==> src/rtl/xy2_100_tx.sv <==
// xy2_100_tx - XY2-100 galvo link transmitter.
//
// Serialises 16-bit X/Y setpoints into continuous 20-bit XY2-100 frames
// (3'b001 control, 16 data bits MSB first, even parity) with a generated
// xy_clk. Every output is registered.
//
// Ports:
//   clk_ref      block clock (20 MHz)
//   sys_rstn     asynchronous active-low reset
//   enable       1 = send frames back-to-back, 0 = stop after current frame
//   sp_wr        one-cycle strobe, latches x_setpoint/y_setpoint into holding
//   x_setpoint   X position
//   y_setpoint   Y position
//   busy         1 while in LOAD or SHIFT
//   frame_start  pulse on the first cycle of bit 0
//   frame_done   pulse on the last cycle of bit 19
//   xy_clk       link clock, high for the first HALF_DIV cycles of each bit
//   xy_sync      link sync, low only during bit 19
//   xy_x, xy_y   link data
//   xy_status    link status return (optional feature only)
//   status_err   sticky status error (0 when the feature is compiled out)
//
// Optional feature: define XY2_STATUS_EN to synchronise xy_status and
// latch status_err when it reads 1 on a frame_done cycle.
//
// state    | meaning
// ---------+------------------------------------------------------------
// ST_IDLE  | lines low, divider held at 0, waiting for enable
// ST_LOAD  | one cycle: shadow <= holding, line levels held
// ST_SHIFT | bit bit_idx on the line for 2*HALF_DIV cycles

module xy2_100_tx #(
    parameter int          HALF_DIV = 5,
    parameter logic [15:0] SP_RESET = 16'h8000
) (
    input  logic        clk_ref,
    input  logic        sys_rstn,
    input  logic        enable,
    input  logic        sp_wr,
    input  logic [15:0] x_setpoint,
    input  logic [15:0] y_setpoint,
    output logic        busy,
    output logic        frame_start,
    output logic        frame_done,
    output logic        xy_clk,
    output logic        xy_sync,
    output logic        xy_x,
    output logic        xy_y,
    input  logic        xy_status,
    output logic        status_err
);

    localparam int             CW       = 9;
    localparam logic [CW-1:0]  CNT_HALF = CW'(HALF_DIV);
    localparam logic [CW-1:0]  CNT_LAST = CW'(2 * HALF_DIV - 1);
    localparam logic [4:0]     BIT_LAST = 5'd19;

    typedef enum logic [1:0] {ST_IDLE, ST_LOAD, ST_SHIFT} state_t;

    state_t          state, state_nxt;
    logic [CW-1:0]   cnt, cnt_nxt;
    logic [4:0]      bit_idx, bit_nxt;
    logic [15:0]     hold_x, hold_y, shad_x, shad_y;
    logic [15:0]     shad_x_nxt, shad_y_nxt;
    logic [19:0]     word_x, word_y;
    logic            busy_nxt, start_nxt, done_nxt;
    logic            clk_nxt, sync_nxt, x_nxt, y_nxt;

    always_comb begin
        state_nxt = state;
        cnt_nxt   = cnt;
        bit_nxt   = bit_idx;
        case (state)
            ST_IDLE: begin
                cnt_nxt = '0;
                bit_nxt = '0;
                if (enable) state_nxt = ST_LOAD;
            end
            ST_LOAD: begin
                state_nxt = ST_SHIFT;
                cnt_nxt   = '0;
                bit_nxt   = '0;
            end
            ST_SHIFT: begin
                if (cnt == CNT_LAST) begin
                    cnt_nxt = '0;
                    if (bit_idx == BIT_LAST) begin
                        bit_nxt   = '0;
                        state_nxt = enable ? ST_LOAD : ST_IDLE;
                    end else begin
                        bit_nxt = bit_idx + 5'd1;
                    end
                end else begin
                    cnt_nxt = cnt + 1'b1;
                end
            end
            default: state_nxt = ST_IDLE;
        endcase
    end

    // Outputs are computed from the next-state values and registered, so
    // each output lines up with the state/counter it describes.
    always_comb begin
        shad_x_nxt = (state == ST_LOAD) ? hold_x : shad_x;
        shad_y_nxt = (state == ST_LOAD) ? hold_y : shad_y;
        // parity bit = XOR of bits 0..18 gives an even count of ones overall
        word_x = {3'b001, shad_x_nxt, ^{3'b001, shad_x_nxt}};
        word_y = {3'b001, shad_y_nxt, ^{3'b001, shad_y_nxt}};

        busy_nxt  = (state_nxt != ST_IDLE);
        start_nxt = (state_nxt == ST_SHIFT) && (bit_nxt == 5'd0) && (cnt_nxt == '0);
        done_nxt  = (state_nxt == ST_SHIFT) && (bit_nxt == BIT_LAST) && (cnt_nxt == CNT_LAST);
        clk_nxt   = 1'b0;
        sync_nxt  = 1'b0;
        x_nxt     = 1'b0;
        y_nxt     = 1'b0;
        case (state_nxt)
            ST_SHIFT: begin
                clk_nxt  = (cnt_nxt < CNT_HALF);
                sync_nxt = (bit_nxt != BIT_LAST);
                x_nxt    = word_x[BIT_LAST - bit_nxt];
                y_nxt    = word_y[BIT_LAST - bit_nxt];
            end
            ST_LOAD: begin
                // inter-frame cycle: clock low, data/sync keep their levels
                sync_nxt = xy_sync;
                x_nxt    = xy_x;
                y_nxt    = xy_y;
            end
            default: ;
        endcase
    end

    always_ff @(posedge clk_ref or negedge sys_rstn) begin
        if (!sys_rstn) begin
            state       <= ST_IDLE;
            cnt         <= '0;
            bit_idx     <= '0;
            hold_x      <= SP_RESET;
            hold_y      <= SP_RESET;
            shad_x      <= SP_RESET;
            shad_y      <= SP_RESET;
            busy        <= 1'b0;
            frame_start <= 1'b0;
            frame_done  <= 1'b0;
            xy_clk      <= 1'b0;
            xy_sync     <= 1'b0;
            xy_x        <= 1'b0;
            xy_y        <= 1'b0;
        end else begin
            state       <= state_nxt;
            cnt         <= cnt_nxt;
            bit_idx     <= bit_nxt;
            shad_x      <= shad_x_nxt;
            shad_y      <= shad_y_nxt;
            busy        <= busy_nxt;
            frame_start <= start_nxt;
            frame_done  <= done_nxt;
            xy_clk      <= clk_nxt;
            xy_sync     <= sync_nxt;
            xy_x        <= x_nxt;
            xy_y        <= y_nxt;
            if (sp_wr) begin
                hold_x <= x_setpoint;
                hold_y <= y_setpoint;
            end
        end
    end

`ifdef XY2_STATUS_EN
    logic [1:0] status_sync;

    always_ff @(posedge clk_ref or negedge sys_rstn) begin
        if (!sys_rstn) begin
            status_sync <= '0;
            status_err  <= 1'b0;
        end else begin
            status_sync <= {status_sync[0], xy_status};
            if (frame_done && status_sync[1]) status_err <= 1'b1;
        end
    end
`else
    logic unused_status;
    assign unused_status = xy_status;
    assign status_err    = 1'b0;
`endif

endmodule
==> config.mk <==
export PLATFORM = sky130hd
export DESIGN_NAME = xy2_100_tx
export DESIGN_NICKNAME = d
export VERILOG_FILES = /design/src/rtl/xy2_100_tx.sv
export SDC_FILE = /design/constraint.sdc
export NUM_CORES = 1
export LEC_CHECK = 0
export CORE_MARGIN = 5
export CORE_UTILIZATION = 41
export CTS_CLUSTER_DIAMETER = 80
export DETAILED_ROUTE_END_ITERATION = 8
export PLACE_DENSITY = 0.66
export SYNTH_ARGS = -nofsm -noshare
export SYNTH_HDL_FRONTEND = slang
export SYNTH_SLANG_ARGS = --single-unit
==> constraint.sdc <==
create_clock -name clk_ref -period 4.2 [get_ports clk_ref]
set_input_delay 1.26 -clock clk_ref [delete_from_list [all_inputs] [get_ports clk_ref]]
set_output_delay 1.26 -clock clk_ref [all_outputs]
set_load 0.01 [all_outputs]
==> flow_metrics.env, run 1 <==
export IMPL_skew_ns=0.008660
export IMPL_synth_top_area_cell="dfrtp_1"
export IMPL_fillerInstances=958
export IMPL_dr_first_iter_drc_count=170
export IMPL_die_area_sq_mm=0.01276
export IMPL_n_antenna_cell=0
export IMPL_cts_setup_buffers=0
export IMPL_ios=45
export IMPL_crit_top_cell="a311o_1"
export IMPL_cts_buffer_depth=2
export IMPL_finalSetupViolations=0
export IMPL_required_ns=4.45
export IMPL_met2_usage_pct=23.74
export IMPL_rsz0062_at_grt="false"
export IMPL_cp_end_kind="flop"
export IMPL_syn_to_final_growth_pct=17.96
export IMPL_post_drt_wl_per_cell_um=14.53
export IMPL_postRouteAntennaNets=0
export IMPL_final_util_pct=49.67
export IMPL_antenna_found_initial=0
export IMPL_synth_common_cells="nand2_1 (105), dfrtp_1 (83), mux2_2 (36)"
export IMPL_cp_cell_sequence="inv_1, ha_1, or4b_1, o311ai_0, o21a_1, a221oi_1, a311o_1, a311o_1, a211o_1"
export IMPL_grt_pass1_wl_um=15650
export IMPL_grt_pass1_vias=3240
export IMPL_die_w_um=113.0
export IMPL_grt_usage_pct=14.96
export IMPL_busiest_layer="met2"
export IMPL_syn_inst=434
export IMPL_start_util_pct=42.10
export IMPL_cts_resized_gates=0
export IMPL_cpMaxStageDelayCell="or4b_1"
export IMPL_die_h_um=113.0
export IMPL_grt_max_degree=88
export IMPL_critPathMaxFanout=17
export IMPL_portBuffers=42
export IMPL_coreArea_sq_mm=0.01032
export IMPL_dp_slack_ns=0.6146
export IMPL_holdBufCountCts=0
export IMPL_clock_sinks=87
export IMPL_clkTransAtPathRegs_ns=0.09
export IMPL_routed_via_density=5.246
export IMPL_fin_setup_tns_ns=0
export IMPL_finalMaxSlewViolations=0
export IMPL_period_minus_slack_ns=3.591
export IMPL_synth_xor_area_share_pct=6.448
export IMPL_max_slew_worst_pin_slew_ns=1.081
export IMPL_yosysUniqueCellTypes=53
export IMPL_finalHoldViolations=0
export IMPL_cts_tree="built"
export IMPL_post_route_period_util_pct=85.50
export IMPL_synth_area_sq_mm=0.004347
export IMPL_hp_start="hold_y[11]"
export IMPL_htreeDepth=3
export IMPL_vias=3221
export IMPL_nNetsFinal=514
export IMPL_wl_um=8924
export IMPL_yosysTopAreaCellShare_pct=47.78
export IMPL_hold_class="reg2reg"
export IMPL_dr_pass1_iters=4
export IMPL_synth_compound_area_share_pct=9.211
export IMPL_synth_nets=475
export IMPL_syn_area_per_cell_sq_um=10.02
export IMPL_power_density_mw_per_mm2=624.9
export IMPL_crit_type="reg2reg"
export IMPL_postSynth_asyncResetShare_pct=100.0
export IMPL_cts_buffers=9
export IMPL_r2r_end="xy_x"
export IMPL_grt_use_met1_pct=20.27
export IMPL_drc=0
export IMPL_use_met3_pct=3.209
export IMPL_synth_top_family_by_area="simple AND/OR/NAND/NOR gates"
export IMPL_fmax_ghz=0.2785
export IMPL_r2r_start="cnt[1]"
export IMPL_min_path_cells=2
export IMPL_ir_worst_vdd_uv=249.1
export IMPL_synth_area_leaders="dfrtp_1 (48%), mux2_2 (9.3%), nand2_1 (9.1%)"
export IMPL_hold_path_end="shad_y[11]"
export IMPL_max_stage_delay_ns=0.61
export IMPL_r2r_slack_ns=0.61
export IMPL_cap_violations=0
export IMPL_synth_edf_count=0
export IMPL_whs_ns=0.4725
export IMPL_final_layout_size_suffix_gt1_share_pct=13.81
export IMPL_fp_row_count=37
export IMPL_synth_mux_area_share_pct=11.40
export IMPL_critPathArrivalTime_ns=3.84
export IMPL_critPathLaunchType="flop"
export IMPL_yosys_warnings=0
export IMPL_synth_seq_area_share_pct=50.20
export IMPL_hpwl_um=6201
export IMPL_overflow=0
export IMPL_ys_seq_elements=87
export IMPL_synth_main_ff_cell="dfrtp_1"
export IMPL_final_area_sq_mm=0.005127
export IMPL_insertion_delay_ns=0.36
export IMPL_fin_ws_ns=0.6092
export IMPL_maxSlewHeadroom_pct=27.94
export IMPL_yosysMostFrequentCell="nand2_1"
export IMPL_gp_congestion=0.8468
export IMPL_rr_worst_depth=9
export IMPL_placed_area_sq_mm=0.004892
export IMPL_synthAdderAreaFrac_pct=1.151
export IMPL_p_leak_nw=2.252
export IMPL_status="complete, no violations"
export IMPL_root_buffer="clkbuf_8"
export IMPL_synthSimpleGateAreaFrac_pct=18.22
placed cells by master (no fill, tap or decap), types with 7 or more instances in the layout:
master,synthesis,layout
nand2_1,105,105
dfrtp_1,83,83
clkdlybuf4s50_1,0,41
mux2_2,36,36
xnor2_1,27,27
nor2_1,20,20
o21ai_0,15,15
inv_1,14,14
nand2b_1,9,9
mux2i_1,9,9
clkbuf_8,0,9
a21oi_1,7,7
buf_4,1,7
worst max-delay path by stage:
stage / from / to / slack (ns) / cells past startpoint
after global placement: cnt[1] / xy_x / 0.68 / 9
final: cnt[1] / xy_x / 0.61 / 9
after detailed placement: cnt[0] / xy_x / 0.61 / 8
after CTS: cnt[0] / xy_x / 0.60 / 8
after global routing: cnt[0] / xy_x / 0.40 / 8
after floorplan: cnt[1] / xy_x / 1.12 / 12
layer usage:
layer | part of all wire [%] | vias to the layer above
met4 | 1.1 | 0
li1 | - | 1570
met2 | 48 | 67
met3 | 4.6 | 11
met1 | 47 | 1573
met5 | 0 | -
sequential cells by signal, indices dropped and copies added (netlist names):
register     cells
state            2
busy             1
xy_sync          1
xy_x             1
shad_x          16
hold_x          16
cnt              9
shad_y          16
xy_clk           1
frame_start      1
bit_idx          5
xy_y             1
hold_y          16
frame_done       1
logic make-up (layout without fill, tap and decap cells):
family                   count (synthesis)  after routing
AND/OR/NAND/NOR                        174            174
flip-flops                              87             87
AO/OA/AOI/OAI                           57             57
multiplexers                            45             45
buffers and inverters                   34             78
XOR/XNOR                                32             32
adder cells (fa/ha/maj)                  4              4
other                                    1              1
power by group:
part	switching [mW]	internal, mW	total (mW)
Combinational	0.649	0.640	1.29
Sequential	0.175	1.06	1.23
Clock	0.336	0.349	0.685
Total	1.16	2.04	3.20
per-stage QoR:
step	power, mW	std cells
floorplan	2.229	434
global placement	2.513	598
detailed placement	2.535	598
CTS	3.235	614
global route	3.427	614
finish	3.204	614
layout make-up:
type	instances	area, sq um	share of cell area, %
sequential	87	2182	42.56
multi-input combinational	313	2024	39.48
timing repair buffer	48	462.9	9.029
tap	136	170.2	3.319
clock buffer	9	123.9	2.416
clock inverter	7	111.4	2.172
inverter	14	52.55	1.025
critical path, delay by kind of cell (launching register included):
family	cells	cell delay (ns)
adder cells (fa/ha/maj)	1	0.16
flip-flops	1	0.44
AO/OA/AOI/OAI	6	2.17
AND/OR/NAND/NOR	1	0.61
buffers and inverters	1	0.09
Power figures use the tool's default switching activity.
==> run 2: changes to the inputs <==
--- a/config.mk
+++ b/config.mk
@@ -7,6 +7,7 @@
 export LEC_CHECK = 0
 export CORE_MARGIN = 5
 export CORE_UTILIZATION = 41
+export CTS_BUF_LIST = sky130_fd_sc_hd__clkbuf_8
 export CTS_CLUSTER_DIAMETER = 80
 export DETAILED_ROUTE_END_ITERATION = 8
 export PLACE_DENSITY = 0.66
==> results of run 2 <==
No change in the layout: final DEF, timing and power equal those of run 1.
